`config.mk`:
```
export PLATFORM = sky130hd
export DESIGN_NAME = sand_brush_spawner
export DESIGN_NICKNAME = d
export VERILOG_FILES = /design/src/rtl/falling_sand_pkg.sv /design/src/rtl/button_synchroniser.sv /design/src/rtl/sand_brush_spawner.sv
export SDC_FILE = /design/constraint.sdc
export NUM_CORES = 1
export LEC_CHECK = 0
export BUFFER_PORTS_ARGS = -buffer_cell sky130_fd_sc_hd__buf_2
export CORE_MARGIN = 2
export CORE_UTILIZATION = 60
export CTS_BUF_LIST = sky130_fd_sc_hd__clkbuf_4 sky130_fd_sc_hd__clkbuf_8
export CTS_CLUSTER_SIZE = 12
export DETAILED_ROUTE_END_ITERATION = 8
export PLACE_DENSITY = 0.8
export SYNTH_ARGS = -nofsm -noshare
export SYNTH_HDL_FRONTEND = slang
export SYNTH_SLANG_ARGS = --single-unit
```
`constraint.sdc`:
```
create_clock -name clk_i -period 6.3 [get_ports clk_i]
set_clock_uncertainty 0.15 [all_clocks]
set_input_delay 0 -clock clk_i [delete_from_list [all_inputs] [get_ports clk_i]]
set_output_delay 0 -clock clk_i [all_outputs]
set_load 0.03 [all_outputs]
```
`src/rtl/falling_sand_pkg.sv`:
```
// rtl/falling_sand_pkg.sv - shared playfield constants and spawner state type
package falling_sand_pkg;

    localparam int DEFAULT_ACTIVE_COLUMNS = 640;
    localparam int DEFAULT_ACTIVE_ROWS    = 480;

    localparam logic CELL_EMPTY = 1'b0;
    localparam logic CELL_SAND  = 1'b1;

    typedef enum logic {
        IDLE,
        PAINT
    } spawner_state_e;

endpackage

```
`src/rtl/button_synchroniser.sv`:
```
// rtl/button_synchroniser.sv - N-bit two-flop synchroniser for raw button inputs
module button_synchroniser #(
    parameter int WIDTH = 5
) (
    input  logic             clk_i,
    input  logic             reset_i,
    input  logic [WIDTH-1:0] async_i,
    output logic [WIDTH-1:0] sync_o
);

    logic [WIDTH-1:0] meta_q;
    logic [WIDTH-1:0] sync_q;

    always_ff @(posedge clk_i or posedge reset_i) begin
        if (reset_i) begin
            meta_q <= '0;
            sync_q <= '0;
        end else begin
            meta_q <= async_i;
            sync_q <= meta_q;
        end
    end

    assign sync_o = sync_q;

endmodule

```
`src/rtl/sand_brush_spawner.sv`:
```
// rtl/sand_brush_spawner.sv - tick-driven cursor and square sand brush feeding the RAM write arbiter
module sand_brush_spawner
    import falling_sand_pkg::*;
#(
    parameter int ACTIVE_COLUMNS = DEFAULT_ACTIVE_COLUMNS,
    parameter int ACTIVE_ROWS    = DEFAULT_ACTIVE_ROWS,
    parameter int ADDR_WIDTH     = $clog2(ACTIVE_COLUMNS * ACTIVE_ROWS),
    parameter int DATA_WIDTH     = 1,
    parameter int BRUSH_SIZE     = 4,
    parameter int MOVE_TICKS     = 1666666
) (
    input  logic                              clk_i,
    input  logic                              reset_i,
    input  logic                              btn_up_i,
    input  logic                              btn_down_i,
    input  logic                              btn_left_i,
    input  logic                              btn_right_i,
    input  logic                              btn_place_i,
    input  logic                              wr_gnt_i,
    output logic                              wr_req_o,
    output logic [ADDR_WIDTH-1:0]             ram_write_address_o,
    output logic [DATA_WIDTH-1:0]             ram_write_data_o,
    output logic [$clog2(ACTIVE_COLUMNS)-1:0] cursor_x_o,
    output logic [$clog2(ACTIVE_ROWS)-1:0]    cursor_y_o,
    output logic                              busy_o
);

    localparam int XW = $clog2(ACTIVE_COLUMNS);
    localparam int YW = $clog2(ACTIVE_ROWS);
    localparam int CW = $clog2(MOVE_TICKS);
    localparam int BW = $clog2(BRUSH_SIZE + 1);

    localparam logic [XW-1:0]         X_MAX     = XW'(ACTIVE_COLUMNS - BRUSH_SIZE);
    localparam logic [YW-1:0]         Y_MAX     = YW'(ACTIVE_ROWS - BRUSH_SIZE);
    localparam logic [BW-1:0]         LAST_CELL = BW'(BRUSH_SIZE - 1);
    localparam logic [CW-1:0]         LAST_CNT  = CW'(MOVE_TICKS - 1);
    localparam logic [ADDR_WIDTH-1:0] ROW_STEP  = ADDR_WIDTH'(ACTIVE_COLUMNS);

    logic [4:0] btn_sync;
    logic       up, down, left, right, place;

    button_synchroniser #(
        .WIDTH(5)
    ) u_btn_sync (
        .clk_i   (clk_i),
        .reset_i (reset_i),
        .async_i ({btn_place_i, btn_right_i, btn_left_i, btn_down_i, btn_up_i}),
        .sync_o  (btn_sync)
    );

    assign {place, right, left, down, up} = btn_sync;

    logic [CW-1:0] cnt_q;
    logic          tick;

    assign tick = (cnt_q == LAST_CNT);

    always_ff @(posedge clk_i or posedge reset_i) begin
        if (reset_i) begin
            cnt_q <= '0;
        end else begin
            cnt_q <= tick ? '0 : cnt_q + CW'(1);
        end
    end

    spawner_state_e        state_q, state_d;
    logic [XW-1:0]         x_q, x_d;
    logic [YW-1:0]         y_q, y_d;
    logic [BW-1:0]         row_q, row_d;
    logic [BW-1:0]         col_q, col_d;
    logic [ADDR_WIDTH-1:0] base_q, base_d;
    logic [ADDR_WIDTH-1:0] addr_q, addr_d;
    logic                  req_q, req_d;
    logic [ADDR_WIDTH-1:0] cursor_base;

    assign cursor_base = ADDR_WIDTH'(y_q) * ROW_STEP + ADDR_WIDTH'(x_q);

    always_ff @(posedge clk_i or posedge reset_i) begin
        if (reset_i) begin
            state_q <= IDLE;
            x_q     <= '0;
            y_q     <= '0;
            row_q   <= '0;
            col_q   <= '0;
            base_q  <= '0;
            addr_q  <= '0;
            req_q   <= 1'b0;
        end else begin
            state_q <= state_d;
            x_q     <= x_d;
            y_q     <= y_d;
            row_q   <= row_d;
            col_q   <= col_d;
            base_q  <= base_d;
            addr_q  <= addr_d;
            req_q   <= req_d;
        end
    end

    always_comb begin
        state_d = state_q;
        x_d     = x_q;
        y_d     = y_q;
        row_d   = row_q;
        col_d   = col_q;
        base_d  = base_q;
        addr_d  = addr_q;
        req_d   = req_q;
        case (state_q)
            IDLE: begin
                if (tick) begin
                    if (right && !left && x_q < X_MAX) begin
                        x_d = x_q + XW'(1);
                    end else if (left && !right && x_q > '0) begin
                        x_d = x_q - XW'(1);
                    end
                    if (down && !up && y_q < Y_MAX) begin
                        y_d = y_q + YW'(1);
                    end else if (up && !down && y_q > '0) begin
                        y_d = y_q - YW'(1);
                    end
                    // Square anchors at the cursor as it was before this tick's move.
                    if (place) begin
                        state_d = PAINT;
                        row_d   = '0;
                        col_d   = '0;
                        base_d  = cursor_base;
                        addr_d  = cursor_base;
                        req_d   = 1'b1;
                    end
                end
            end
            PAINT: begin
                if (req_q && wr_gnt_i) begin
                    if (col_q == LAST_CELL) begin
                        if (row_q == LAST_CELL) begin
                            state_d = IDLE;
                            req_d   = 1'b0;
                        end else begin
                            col_d  = '0;
                            row_d  = row_q + BW'(1);
                            base_d = base_q + ROW_STEP;
                            addr_d = base_q + ROW_STEP;
                        end
                    end else begin
                        col_d  = col_q + BW'(1);
                        addr_d = base_q + ADDR_WIDTH'(col_q) + ADDR_WIDTH'(1);
                    end
                end
            end
            default: state_d = IDLE;
        endcase
    end

    assign wr_req_o            = req_q;
    assign ram_write_address_o = addr_q;
    assign ram_write_data_o    = DATA_WIDTH'(CELL_SAND);
    assign cursor_x_o          = x_q;
    assign cursor_y_o          = y_q;
    assign busy_o              = (state_q == PAINT);

endmodule

```
==> metrics.md <==
| Metric | Value |
|---|---|
| Most frequent cell after synthesis | dfrtp_1 |
| Top cell type's share of synthesized area | 0.391 |
| Yosys top cell by area | dfrtp_1 |
| R2r startpoint | cursor_y_o[1] |
| Post-CTS Setup Bufs | 0 |
| Area occupied by multi-input gates | 0.00356 mm² |
| Critical Path AT | 3.60 ns |
| Max Cap Viol | 0 |
| Final Max Slew Viols | 0 |
| Avg Vias per Cell | 5.94 |
| Hold_sp | btn_place_i |
| CP bufs+invs | 0 |
| Crit path depth | 9 |
| Clk slew on worst S/H paths | 0.09 ns |
| CP delay by family, top | adder cells |
| Pre-Repair DR Iteration Count | 4 |
| Layout fillers | 778 |
| DIE AREA | 0.0111 mm² |
| Post-Syn Area | 0.00614 mm² |
| Post_cts resized | 0 |
| Post-synth ARST share | 1.00 |
| Mapped Cells | 664 |
| Port bufs | 47 |
| Synth area leaders | dfrtp_1, ha_1, xnor2_1, nand2_1, nor2_1 |
| # nets final | 765 |
| Seq/Total Area, Yosys | 0.391 |
| CP Cell Sequence | ha_1 -> ha_1 -> fa_1 -> or2b_1 -> nor4b_4 -> o221a_2 -> nand3_2 -> o311ai_1 -> a21boi_1 |
| Static Leakage | 3.22 nW |
| Count of cell types in the netlist | 73 |
| Num ports | 49 |
| Final setup fails | 0 |
| Htree depth | 3 |
| Non-filler cells, final | 849 |
| Critical path endpoint category | register |
| GRT overflow | 0 |
| CTS Root Cell | clkbuf_8 |
| Hold Vio Cnt, Final | 0 |
| TritonCTS buffer count | 9 |
| Area Overhead vs Synth | 9.69% |
| Fraction of layout cells with a size suffix above 1 | 0.116 |
| Wire per inst | 16.1 µm |
| CP max-delay cell | fa_1 |
| Yosys warnings | 0 |
| Syn Area/Cell | 9.25 µm² |
| Vias in the first global route | 4941 |
| Initial Util | 0.623 |
| Worst R2R Path Depth | 9 |
| Detailed-placement wirelength estimate | 9920 µm |
| Row count | 36 |
| Final ANT Viol Nets | 0 |
| Critical Path Start | cursor_y_o[1] |
| Most used flip-flop cell after synthesis | dfrtp_1 |
| Max FO, Critical Path | 7 |
| Vias | 5039 |
| CTS tree | built |
| Hold Path Class | input pin to register |
| Final instance area | 0.00674 mm² |
| DRC | 0 |
| Final period utilization | 0.546 |
| Worst skew pair latency | 0.37 ns |
| Worst Tran Pin Value | 1.12 ns |
| CTS max path bufs | 2 |
| Final Total Pwr | 1.88 mW |
| Type of the worst setup path | register to register |
| Post-synth top cells | dfrtp_1, nand2_1, nor2_1, o21ai_0, ha_1 |
| Slowest stage delay, CP | 0.60 ns |
| Sum Neg Setup Slack | 0 ns |
| Post-route minimum period | 3.44 ns |
| RSZ-0062 raised after global routing | no |
| CTS Hold Bufs | 8 |
| Max Fclk | 0.291 GHz |
| FF+latch area | 0.00240 mm² |
| Initial DRC count | 265 |
| Die Height | 105 µm |
| Largest net degree at the start of global routing | 84 |
| GPL Wtd Cong | 0.880 |
| Outcome | finished, final reports clean |
| Crit path required time | 6.45 ns |
| Max transition margin | 0.248 |
| WL final | 13700 µm |
| Most frequent CP cell | ha_1 |
| Ant diodes | 0 |
| Initial antenna violation count | 0 |
| GR Util All Layers | 0.260 |
| Hold depth | 2 |
| Die Width | 105 µm |
| Peak supply drop | 0.000179 V |
| Syn_nets | 718 |
| Post-synth EDFFs | 0 |
| Placed insts | 825 |
| CP Launch Type | register |
| Clock Sinks | 96 |
| Register bit total from synthesis | 96 |
| Core ar. | 0.00986 mm² |
| Cell Pwr Density | 280 mW/mm² |
| First-pass GRT wire length | 23200 µm |
| Placed instance area | 0.00647 mm² |
==> report_power, final <==
part	internal, mW	leakage (nW)	switching [mW]
Combinational	0.227	1.88	0.452
Sequential	0.718	1.24	0.0891
Clock	0.176	0.0988	0.223
==> layout by cell type (no fill, tap or decap), types with 3 or more instances in the layout <==
master	count
dlygate4sd3_1	8
nand4_1	7
o211ai_1	7
nand2b_1	5
nand3_1	24
o22ai_1	4
nor2b_1	11
a31oi_1	4
a21o_1	12
xor2_1	21
and4_1	5
buf_2	47
and2_1	6
o21ai_0	42
fa_1	5
dfrtp_1	96
clkbuf_8	12
nor2_1	60
ha_1	41
a21oi_1	38
nor4_1	4
a211oi_1	10
xnor2_1	37
mux2i_1	7
o21a_1	4
o21ai_1	15
nor3_1	13
mux2_1	6
and3_1	6
o21bai_1	3
inv_1	20
nand2_1	75
a22o_1	3
buf_4	3
or2_2	3
==> state kept, by name, indices dropped and copies added (netlist names) <==
register,count
u_btn_sync.meta_q,5
base_q,19
ram_write_address_o,19
wr_req_o,1
cursor_y_o,9
row_q,3
u_btn_sync.sync_o,5
busy_o,1
cnt_q,21
cursor_x_o,10
col_q,3
==> through the flow <==
stage / hold slack [ns] / setup WS, ns / utilization
detailed placement: -0.225 / 2.89 / 0.656
CTS: 0.0902 / 2.87 / 0.683
floorplan: -0.119 / 3.00 / -
global route: 0.112 / 2.64 / 0.683
global placement: -0.230 / 3.06 / 0.656
finish: 0.112 / 2.86 / 0.683
==> layer usage <==
layer | up-vias | global-route usage | part of all wire
met1 | 2423 | 0.342 | 0.45
met5 | - | 0 | 0
met3 | 18 | 0.0281 | 0.042
met2 | 134 | 0.436 | 0.49
met4 | 0 | 0.108 | 0.017
li1 | 2464 | - | -
==> logic make-up after synthesis <==
family | synth area share
buffers and inverters | 0.0295
AO/OA/AOI/OAI | 0.171
AND/OR/NAND/NOR | 0.192
flip-flops | 0.391
multiplexers | 0.0242
other | 0.000610
adder cells (fa/ha/maj) | 0.0998
XOR/XNOR | 0.0916
==> worst register-to-register path: stages, from the launching register on <==
cell and delay, ns:
dfrtp_1 0.47, ha_1 0.33, ha_1 0.26, fa_1 0.60
or2b_1 0.29, nor4b_4 0.29, o221a_2 0.28, nand3_2 0.12
o311ai_1 0.38, a21boi_1 0.21
==> cell type report <==
type | count | area share
Multi-Input combinational cell | 525 | 0.528
Sequential cell | 96 | 0.356
Timing Repair Buffer | 58 | 0.0501
Tap cell | 133 | 0.0247
Clock buffer | 12 | 0.0245
Inverter | 21 | 0.0121
Clock inverter | 4 | 0.00390
==> final timing paths <==
check,endpoint,slack [ns]
max in group asynchronous,cursor_x_o[5],4.23
setup reg to reg,base_q[18],2.86
hold reg to reg,u_btn_sync.sync_o[0],0.21
hold / removal,u_btn_sync.meta_q[4],0.11
setup / recovery,base_q[18],2.86
min in group asynchronous,u_btn_sync.meta_q[0],0.51
No activity file was read; power rests on OpenSTA's default activity.
